File: src/rtl/pressure_abnormality_monitor.sv
// Pressure window monitor: persistence-filtered abnormality flag with hysteresis,
// a sticky operator alarm and a saturating episode counter.
module pressure_abnormality_monitor #(
    parameter int DATA_W  = 6,
    parameter int LOW_TH  = 10,
    parameter int HIGH_TH = 50,
    parameter int HYST    = 2,
    parameter int PERSIST = 3,
    parameter int CNT_W   = 8
) (
    input  logic              clk,
    input  logic              rst_n,
    input  logic              sampleValid,
    input  logic [DATA_W-1:0] pressureData,
    input  logic              alarmAck,
    output logic              presureAbnormality,
    output logic              alarmLatched,
    output logic [1:0]        monitorState,
    output logic [CNT_W-1:0]  episodeCount
);
    localparam int CW = $clog2(PERSIST + 1);

    localparam logic [DATA_W:0] LOW_OUT_W  = (DATA_W + 1)'(LOW_TH);
    localparam logic [DATA_W:0] HIGH_OUT_W = (DATA_W + 1)'(HIGH_TH);
    localparam logic [DATA_W:0] LOW_IN_W   = (DATA_W + 1)'(LOW_TH + HYST);
    localparam logic [DATA_W:0] HIGH_IN_W  = (DATA_W + 1)'(HIGH_TH - HYST);

    localparam logic [CW-1:0]    PERSIST_W = CW'(PERSIST);
    localparam logic [CW-1:0]    CNT_ZERO  = {CW{1'b0}};
    localparam logic [CW-1:0]    CNT_ONE   = CW'(1'b1);
    localparam logic [CNT_W-1:0] EP_ZERO   = {CNT_W{1'b0}};
    localparam logic [CNT_W-1:0] EP_ONE    = CNT_W'(1'b1);
    localparam logic [CNT_W-1:0] EP_MAX    = {CNT_W{1'b1}};
    localparam logic             DIRECT    = (PERSIST == 1);

    typedef enum logic [1:0] {
        ST_NORMAL     = 2'b00,
        ST_PENDING    = 2'b01,
        ST_ABNORMAL   = 2'b10,
        ST_RECOVERING = 2'b11
    } state_t;

    state_t           state_r;
    logic [CW-1:0]    cnt_r;
    logic             flag_r;
    logic             alarm_r;
    logic [CNT_W-1:0] episode_r;

    logic [DATA_W:0]  p_ext_s;
    logic             out_s;
    logic             in_band_s;
    logic [CW-1:0]    cnt_inc_s;
    logic             cnt_done_s;
    logic             entry_s;

    // Window classification, one bit wider than the sample so LOW_TH+HYST cannot wrap
    always_comb begin
        p_ext_s    = {1'b0, pressureData};
        out_s      = (p_ext_s < LOW_OUT_W) || (p_ext_s > HIGH_OUT_W);
        in_band_s  = (p_ext_s >= LOW_IN_W) && (p_ext_s <= HIGH_IN_W);
        cnt_inc_s  = cnt_r + CNT_ONE;
        cnt_done_s = (cnt_inc_s == PERSIST_W);
    end

    // New episode: entry into ABNORMAL from NORMAL or PENDING (not from RECOVERING)
    always_comb begin
        entry_s = 1'b0;
        if (sampleValid && out_s) begin
            case (state_r)
                ST_NORMAL:  entry_s = DIRECT;
                ST_PENDING: entry_s = cnt_done_s;
                default:    entry_s = 1'b0;
            endcase
        end else begin
            entry_s = 1'b0;
        end
    end

    // Persistence/hysteresis FSM; flag tracks the abnormal half of the next state
    always_ff @(posedge clk or negedge rst_n) begin
        if (!rst_n) begin
            state_r <= ST_NORMAL;
            cnt_r   <= CNT_ZERO;
            flag_r  <= 1'b0;
        end else if (sampleValid) begin
            case (state_r)
                ST_NORMAL: begin
                    if (out_s && DIRECT) begin
                        state_r <= ST_ABNORMAL;
                        cnt_r   <= CNT_ZERO;
                        flag_r  <= 1'b1;
                    end else if (out_s) begin
                        state_r <= ST_PENDING;
                        cnt_r   <= CNT_ONE;
                        flag_r  <= 1'b0;
                    end else begin
                        state_r <= ST_NORMAL;
                        cnt_r   <= CNT_ZERO;
                        flag_r  <= 1'b0;
                    end
                end
                ST_PENDING: begin
                    if (out_s && cnt_done_s) begin
                        state_r <= ST_ABNORMAL;
                        cnt_r   <= CNT_ZERO;
                        flag_r  <= 1'b1;
                    end else if (out_s) begin
                        state_r <= ST_PENDING;
                        cnt_r   <= cnt_inc_s;
                        flag_r  <= 1'b0;
                    end else begin
                        state_r <= ST_NORMAL;
                        cnt_r   <= CNT_ZERO;
                        flag_r  <= 1'b0;
                    end
                end
                ST_ABNORMAL: begin
                    if (in_band_s && DIRECT) begin
                        state_r <= ST_NORMAL;
                        cnt_r   <= CNT_ZERO;
                        flag_r  <= 1'b0;
                    end else if (in_band_s) begin
                        state_r <= ST_RECOVERING;
                        cnt_r   <= CNT_ONE;
                        flag_r  <= 1'b1;
                    end else begin
                        state_r <= ST_ABNORMAL;
                        cnt_r   <= CNT_ZERO;
                        flag_r  <= 1'b1;
                    end
                end
                ST_RECOVERING: begin
                    if (in_band_s && cnt_done_s) begin
                        state_r <= ST_NORMAL;
                        cnt_r   <= CNT_ZERO;
                        flag_r  <= 1'b0;
                    end else if (in_band_s) begin
                        state_r <= ST_RECOVERING;
                        cnt_r   <= cnt_inc_s;
                        flag_r  <= 1'b1;
                    end else begin
                        state_r <= ST_ABNORMAL;
                        cnt_r   <= CNT_ZERO;
                        flag_r  <= 1'b1;
                    end
                end
                default: begin
                    state_r <= ST_NORMAL;
                    cnt_r   <= CNT_ZERO;
                    flag_r  <= 1'b0;
                end
            endcase
        end
    end

    // Sticky alarm and episode counter; a new entry beats a coincident acknowledge
    always_ff @(posedge clk or negedge rst_n) begin
        if (!rst_n) begin
            alarm_r   <= 1'b0;
            episode_r <= EP_ZERO;
        end else if (entry_s) begin
            alarm_r <= 1'b1;
            if (episode_r != EP_MAX) begin
                episode_r <= episode_r + EP_ONE;
            end
        end else if (alarmAck && !flag_r) begin
            alarm_r <= 1'b0;
        end
    end

    assign presureAbnormality = flag_r;
    assign alarmLatched       = alarm_r;
    assign monitorState       = state_r;
    assign episodeCount       = episode_r;

endmodule

File: config.mk
export PLATFORM = sky130hd
export DESIGN_NAME = pressure_abnormality_monitor
export DESIGN_NICKNAME = d
export VERILOG_FILES = /design/src/rtl/pressure_abnormality_monitor.sv
export SDC_FILE = /design/constraint.sdc
export NUM_CORES = 1
export LEC_CHECK = 0
export ABC_AREA = 1
export BUFFER_PORTS_ARGS = -buffer_cell sky130_fd_sc_hd__clkbuf_2
export CAP_MARGIN = 15
export CORE_MARGIN = 4
export CORE_UTILIZATION = 40
export CTS_BUF_LIST = sky130_fd_sc_hd__clkbuf_8
export DETAILED_ROUTE_END_ITERATION = 8
export PLACE_DENSITY = 0.69
export SLEW_MARGIN = 10
export SYNTH_ARGS = -nofsm -noshare
export SYNTH_HDL_FRONTEND = slang
export SYNTH_SLANG_ARGS = --single-unit
File: constraint.sdc
create_clock -name clk -period 1.3 [get_ports clk]
set_input_delay 0.065 -clock clk [delete_from_list [all_inputs] [get_ports clk]]
set_output_delay 0.065 -clock clk [all_outputs]
set_load 0.005 [all_outputs]
==> results.txt, run 1 <==
----------------------------------------------------
[Layout]
  Filler cell count in the final layout ... roughly 180
  Post-Route Utilization ... 0.601
  Share of cells above drive strength 1 ... 0.387
  Final Net Count ... between 150 and 200
  Layout overhead on the synthesized area ... 39.3%
  Finished Layout Cells ... ~180
  Finished Cell Area ... 1210 um2
  Most common library cell in the layout ignoring fill and taps ... sky130_fd_sc_hd__nand2_1
  Top library cells by usage in the layout, fill and taps aside ... 39 x sky130_fd_sc_hd__nand2_1, 21 x sky130_fd_sc_hd__clkbuf_2, 13 x sky130_fd_sc_hd__dfrtp_1
  Count of antenna diodes in the layout ... 0

[Yosys]
  Synthesis Warnings ... 0
  Number of nets produced by synthesis ... 129
  Avg Cell Area, Syn ... approximately 7.5 um2
  Top-area cell type share of the netlist area ... 0.373
  Share of synthesized area occupied by flip-flops and latches ... 0.373
  Synth unique cells ... 23
  Synthesized cell area ... a little under 900 um2
  Main area contributors after synthesis ... sky130_fd_sc_hd__dfrtp_1 37%, sky130_fd_sc_hd__nand2_1 18%, sky130_fd_sc_hd__nand4_1 6.5%
  Cell count after synthesis ... ~120
  Leading area contributor after synthesis ... sky130_fd_sc_hd__dfrtp_1
  Count of state elements after synthesis ... 13

[Routing]
  DRC violations left ... 0
  Initial DRC count ... 31
  Via density per instance ... a little under 5
  Wire length per cell after detailed routing ... 11.0 um
  Vias after detailed routing ... between 900 and 1000
  Total routed wirelength ... just over 2000 um
  Post-DRT Antenna Nets ... 0
  Number of optimization iterations in the first detailed-route pass ... 4

[Global route]
  Wire length of the first global-routing pass ... approximately 3400 um
  Total global routing overflow ... 0
  Pin count of the biggest net entering global routing ... 14
  Global-route usage over all layers ... 0.158
  Vias in the first global route ... 818
  Antenna violations before repair ... 0

[STA]
  Final period utilization ... 0.950
  Final Hold Vio Count ... 0
  Peak Freq ... 0.810 GHz
  Tightest Pin Transition ... 0.327 ns
  Post-route clock skew ... about 0.0022 ns
  Minimum hold slack ... ~0.071 ns
  Max-slew headroom at the worst pin ... 0.782
  Total setup violations reported at the end of the flow ... 0
  Final critical-path required period ... between 1 and 1.5 ns
  Total count of max-transition violations in the final report ... 0
  Unrepaired setup endpoints after global routing ... true

[CTS]
  Root Driver ... sky130_fd_sc_hd__clkbuf_8
  Maximum clock insertion buffer count ... 2
  TritonCTS clock tree ... yes
  Later-pin clock latency in the skew report ... between 0.2 and 0.3 ns
  TritonCTS Sinks ... 13
  TritonCTS Buffers ... 3
  Clock-pin transition on the worst setup and hold timing paths ... about 0.050 ns
  CTS HTree Levels ... 1

[Setup path]
  Max Fanout on Critical Path ... 3
  Required time of the critical path ... between 1 and 1.5 ns
  Launch point of the worst reg-to-reg path ... cnt_r[0]$_DFFE_PN0P_
  Reg-to-Reg End ... monitorState[0]$_DFFE_PN0P_
  Worst Setup Start Kind ... flop
  CP endpoint kind ... flop
  Startpoint-to-endpoint class of the critical path ... reg -> reg
  Startpoint of the most critical setup path ... cnt_r[0]$_DFFE_PN0P_
  R2r worst-path depth ... 8
  Worst endpoint data arrival time ... roughly 1.4 ns
  Worst setup path endpoint ... monitorState[0]$_DFFE_PN0P_
  Internal reg-to-reg setup slack ... approximately 0.065 ns

[Run]
  Number of violations of the max-capacitance limit ... 0

[Die]
  Row count ... 16
  Starting density of the core ... 0.431
  IO Pins ... 22
  Std-Cell Core Area ... 2020 um2
  DIE HEIGHT ... around 55 um
  Die footprint ... 2990 um2
  Die span in x ... between 50 and 60 um

[Pwr]
  Static leakage power ... 0.000663 uW
  Total power of the final layout ... ~1500 uW
  VDD IR max ... 904 uV
  Power density cells ... 1200 nW/um2

[Placed design]
  Placed insts ... roughly 170
  Total placed instance area ... around 1100 um2
  Post-DP HPWL ... 1500 um
  Routability cong. ... between 0.8 and 0.9
  Count of buffers inserted at the top-level ports ... 21

[Run status]
  Result of the run ... completed

[Min path]
  Worst min-delay path class ... in -> reg

----------------------------------------------------
-- worst max-delay path, stage by stage (launching register included) --
cell and delay [ns]:
sky130_fd_sc_hd__dfrtp_1 0.39, sky130_fd_sc_hd__inv_2 0.07, sky130_fd_sc_hd__ha_4 0.15, sky130_fd_sc_hd__buf_4 0.11, sky130_fd_sc_hd__nor2_2 0.04, sky130_fd_sc_hd__nand2_2 0.08, sky130_fd_sc_hd__nand3_2 0.09, sky130_fd_sc_hd__nor2b_1 0.14
sky130_fd_sc_hd__nor2_1 0.05
-- where the power goes --
group	internal, uW	switching (uW)	total [uW]
clock network	212	148	360
logic	289	307	595
registers	467	39.6	506
-- sequential cells by signal (all words and copies together) (netlist names) --
register / flops
alarmLatched: 1
monitorState: 2
episodeCount: 8
cnt_r: 2
-- routing by layer --
metal	global-route usage	part of all wire
met5	0	0
met4	0.0373	0.0094
met3	0.0572	0.062
met2	0.244	0.49
met1	0.208	0.44
-- what timing repair did --
item / 4_1_cts / 5_1_grt
gates cloned: 0 / 1
hold buffers: 1 / 0
setup buffers: 1 / 2
endpoints found under the setup margin: 5 / 11
pin swaps: 0 / 6
gates resized for setup: 3 / 8
endpoints found under the hold margin: 13 / 0
-- worst min path at each step --
stage	start	end	slack, ns	depth (start not counted)
2_1_floorplan	rst_n	alarmLatched$_DFFE_PN0P_	-0.23	0
4_1_cts	alarmAck	alarmLatched$_DFFE_PN0P_	0.07	4
3_3_place_gp	rst_n	cnt_r[0]$_DFFE_PN0P_	-0.02	1
5_1_grt	alarmAck	alarmLatched$_DFFE_PN0P_	0.10	4
3_5_place_dp	rst_n	cnt_r[1]$_DFFE_PN0P_	-0.02	1
6_report	alarmAck	alarmLatched$_DFFE_PN0P_	0.07	4
-- through the flow --
step           setup WS, ns  TNS [ns]
6_report             0.0652         0
5_1_grt             -0.0326    -0.193
4_1_cts              0.0164         0
3_5_place_dp        -0.0580   -0.0840
3_3_place_gp        -0.0383   -0.0388
2_1_floorplan        0.0278         0
-- cell usage after synthesis --
master and instances:
sky130_fd_sc_hd__nand2_2 3, sky130_fd_sc_hd__nor3b_1 1, sky130_fd_sc_hd__nand4_1 9, sky130_fd_sc_hd__ha_1 2
sky130_fd_sc_hd__nand3_4 2, sky130_fd_sc_hd__nor2b_1 1, sky130_fd_sc_hd__nand2_1 42, sky130_fd_sc_hd__xnor2_1 1
sky130_fd_sc_hd__a21oi_1 2, sky130_fd_sc_hd__dfrtp_1 13, sky130_fd_sc_hd__inv_2 2, sky130_fd_sc_hd__a22o_1 1
sky130_fd_sc_hd__o21ai_0 3, sky130_fd_sc_hd__xor2_1 3, sky130_fd_sc_hd__clkbuf_1 1, sky130_fd_sc_hd__buf_4 1
sky130_fd_sc_hd__nor2_1 11, sky130_fd_sc_hd__nor2_4 1, sky130_fd_sc_hd__inv_1 9, sky130_fd_sc_hd__nor2_2 1
sky130_fd_sc_hd__nand3_2 1, sky130_fd_sc_hd__nand3_1 6, sky130_fd_sc_hd__nor2_8 1
-- cell type report --
cell class | count | area, um2 | share of cell area
clock buffers | 3 | 41.3 | 0.0340
clock inverters | 1 | 5.00 | 0.00412
well taps | 27 | 33.8 | 0.0278
inverters | 11 | 41.3 | 0.0340
flip-flops and latches | 13 | 325 | 0.268
repair buffers | 35 | 225 | 0.185
multi-input cells | 92 | 543 | 0.447
-- cell families (layout without fill, tap and decap cells) --
kind of cell | after synthesis | after routing | share of synthesized area
compound gates | 6 | 6 | 0.0387
xor+xnor | 4 | 4 | 0.0402
simple gates | 79 | 80 | 0.459
flops | 13 | 13 | 0.373
buf+inv | 13 | 50 | 0.0603
fa+ha+maj | 2 | 2 | 0.0287
Note: power is estimated with default switching activity, not from simulation.
==> inputs of run 2 (changes only) <==
CORE_UTILIZATION = 28   (was 40)
PLACE_DENSITY = 0.53   (was 0.69)
==> run 2 against run 1 <==
Compared with the run above:
- worst hold slack better by 0.014 ns
- global-route usage is 4.4 points lower
- non-clock buffer count is 2 higher
- combinational power is 2% lower
- sequential share of layout area is 1.0 points lower
- sequential power is 4% higher
- wire length is 10% higher
- via count is 1.7% higher
- register-to-register slack worse by 0.02 ns
- clock-buffer cell count stayed put
- final area is 3.9% higher
==> results.txt, run 2 (synthesized netlist as in run 1, its figures left out) <==
----------------------------------------------------
[Run status]
  Result of the run ... completed

[STA]
  Sum of negative setup slack ... 0 ns (unchanged)
  Final Hold Vio Count ... 0 (unchanged)
  Minimum hold slack ... 0.0850 ns (+0.0143 ns)
  Total count of max-transition violations in the final report ... 0 (unchanged)
  Total setup violations reported at the end of the flow ... 0 (unchanged)
  Final period utilization ... 0.967 (+0.0176)
  Final critical-path required period ... 1.26 ns (+0.0228 ns)
  Post-route clock skew ... 0.00487 ns (+0.00270 ns)
  Peak Freq ... 0.795 GHz (-1.8%)
  Max-slew headroom at the worst pin ... 0.771 (-0.0110)
  Tightest Pin Transition ... 0.343 ns (+0.0165 ns)
  Unrepaired setup endpoints after global routing ... true

[CTS]
  TritonCTS Buffers ... 3 (unchanged)
  TritonCTS clock tree ... yes
  Clock-pin transition on the worst setup and hold timing paths ... 0.06 ns (about the same)
  Root Driver ... sky130_fd_sc_hd__clkbuf_8
  CTS HTree Levels ... 1 (unchanged)
  TritonCTS Sinks ... 13 (unchanged)
  Maximum clock insertion buffer count ... 2 (unchanged)
  Later-pin clock latency in the skew report ... 0.25 ns (about the same)

[Global route]
  Vias in the first global route ... 911 (+11%)
  Global-route usage over all layers ... 0.114 (-0.0438)
  Wire length of the first global-routing pass ... 3820 um (+13%)
  Antenna violations before repair ... 0 (unchanged)
  Total global routing overflow ... 0 (unchanged)
  Pin count of the biggest net entering global routing ... 14 (unchanged)

[Placed design]
  Count of buffers inserted at the top-level ports ... 21 (unchanged)
  Post-DP HPWL ... 1660 um (+10%)
  Routability cong. ... 0.804 (-3.4%)
  Total placed instance area ... 1120 um2 (+2.6%)

[Die]
  Row count ... 19 (+3)
  Starting density of the core ... 0.303 (-0.128)
  Die footprint ... 4070 um2 (+36%)
  DIE HEIGHT ... 63.8 um (+17%)
  IO Pins ... 22 (unchanged)
  Die span in x ... 63.8 um (+17%)
  Std-Cell Core Area ... 2880 um2 (+42%)

[Setup path]
  Required time of the critical path ... 1.47 ns (+0.03 ns)
  CP endpoint kind ... flop
  Startpoint-to-endpoint class of the critical path ... reg -> reg
  Worst Setup Start Kind ... flop
  Internal reg-to-reg setup slack ... 0.04 ns (-0.02 ns)
  Worst endpoint data arrival time ... 1.43 ns (+0.06 ns)
  Max Fanout on Critical Path ... 4 (+1)

[Routing]
  Post-DRT Antenna Nets ... 0 (unchanged)
  Via density per instance ... 4.60 (-7.0%)
  Number of optimization iterations in the first detailed-route pass ... 4 (unchanged)
  Wire length per cell after detailed routing ... 11.1 um (+0.87%)
  DRC violations left ... 0 (unchanged)
  Initial DRC count ... 13 (-58%)
  Total routed wirelength ... 2220 um (+10%)
  Vias after detailed routing ... 916 (+1.7%)

[Layout]
  Post-Route Utilization ... 0.439 (-0.162)
  Share of cells above drive strength 1 ... 0.408 (+0.0205)
  Count of antenna diodes in the layout ... 0 (unchanged)
  Flip-flop count of the largest register, all copies and words added ... 8 (unchanged)
  Most common library cell in the layout ignoring fill and taps ... sky130_fd_sc_hd__nand2_1
  Top library cells by usage in the layout, fill and taps aside ... 37 x sky130_fd_sc_hd__nand2_1, 21 x sky130_fd_sc_hd__clkbuf_2, 14 x sky130_fd_sc_hd__buf_4
  Finished Cell Area ... 1260 um2 (+3.9%)
  Layout overhead on the synthesized area ... 44.8%
  Final Net Count ... 170 (+1.2%)
  Filler cell count in the final layout ... 287 (+57%)

[Min path]
  Worst min-delay path class ... in -> reg

[Pwr]
  Power share of the combinational group ... 0.396 (-0.011)
  Relative contribution of sequential cells to total power ... 0.356 (+0.010)
  Net switching power ... 512 uW (+3.6%)
  Power density cells ... 1160 nW/um2 (-3.3%)
  VDD IR max ... 633 uV (-30%)
  Switching part of the total power ... 0.348 (+0.0102)
  Static leakage power ... 0.000696 uW (+4.9%)
  Clock power frac ... 0.247 (about the same)
  Design internal power ... 958 uW (-1.0%)

[Run]
  Number of violations of the max-capacitance limit ... 0 (unchanged)

----------------------------------------------------
==> run 2: cell types whose count changed in the layout (fill, tap and decap cells not counted), sizes merged <==
cell | previous run | this run
buf | 13 | 15
==> run 2: area by class of cell <==
cell class                 instances  area, um2  area share
timing repair buffer              37        231       0.183
sequential                        13        325       0.258
tap                               42       52.6      0.0416
clock inverter                     1       5.00     0.00396
inverter                          11       41.3      0.0327
clock buffer                       3       41.3      0.0327
multi-input combinational         92        566       0.448
==> run 2: per-layer routing <==
metal,GRT usage,share of wire,wire (um),up-vias
li1,-,-,-,462
met1,0.142,0.47,1040,439
met2,0.191,0.49,1100,11
met3,0.0333,0.026,58,4
met4,0.0323,0.011,24,0
met5,0,0,0,-
==> run 2: worst max-delay path, cell delays in order, from the launching register on <==
cell	delay, ns
sky130_fd_sc_hd__dfrtp_1	0.40
sky130_fd_sc_hd__ha_4	0.20
sky130_fd_sc_hd__nor3b_2	0.19
sky130_fd_sc_hd__nand3_1	0.14
sky130_fd_sc_hd__nand3_2	0.09
sky130_fd_sc_hd__nand2_1	0.06
sky130_fd_sc_hd__a21oi_2	0.11
==> run 2: what timing repair did <==
action                                  4_1_cts  5_1_grt
gates resized for setup                       2       16
setup buffers                                 0        2
pin swaps                                     0        8
hold buffers                                  1        0
endpoints found under the hold margin        13        0
endpoints found under the setup margin        2       10
cloned                                        0        1
==> run 2: power by group through the flow <==
stage                     Sequential, uW  Combinational, uW  Clock (uW)
after floorplan                      538                250           0
after global placement               513                497           0
after detailed placement             518                503           0
after CTS                            511                517         382
after global routing                 532                651         398
final                                524                583         363
==> run 2: per-stage QoR <==
step / instances / total power (uW) / setup WS [ns]
6_report: 199 / 1470 / 0.0424
5_1_grt: 199 / 1580 / -0.0427
4_1_cts: 196 / 1410 / 0.00573
3_5_place_dp: 191 / 1020 / -0.0178
3_3_place_gp: 191 / 1010 / -0.0101
2_1_floorplan: 117 / 788 / 0.0278
==> run 2: path summary, 6_finish.rpt <==
path,start,to,cells after the start
min reg2reg,alarmLatched$_DFFE_PN0P_,alarmLatched$_DFFE_PN0P_,2
min in group asynchronous,rst_n,episodeCount[7]$_DFFE_PN0P_,2
max reg2reg,cnt_r[1]$_DFFE_PN0P_,cnt_r[0]$_DFFE_PN0P_,6
max,cnt_r[1]$_DFFE_PN0P_,cnt_r[0]$_DFFE_PN0P_,6
max in group asynchronous,rst_n,cnt_r[0]$_DFFE_PN0P_,2
min,alarmAck,alarmLatched$_DFFE_PN0P_,4
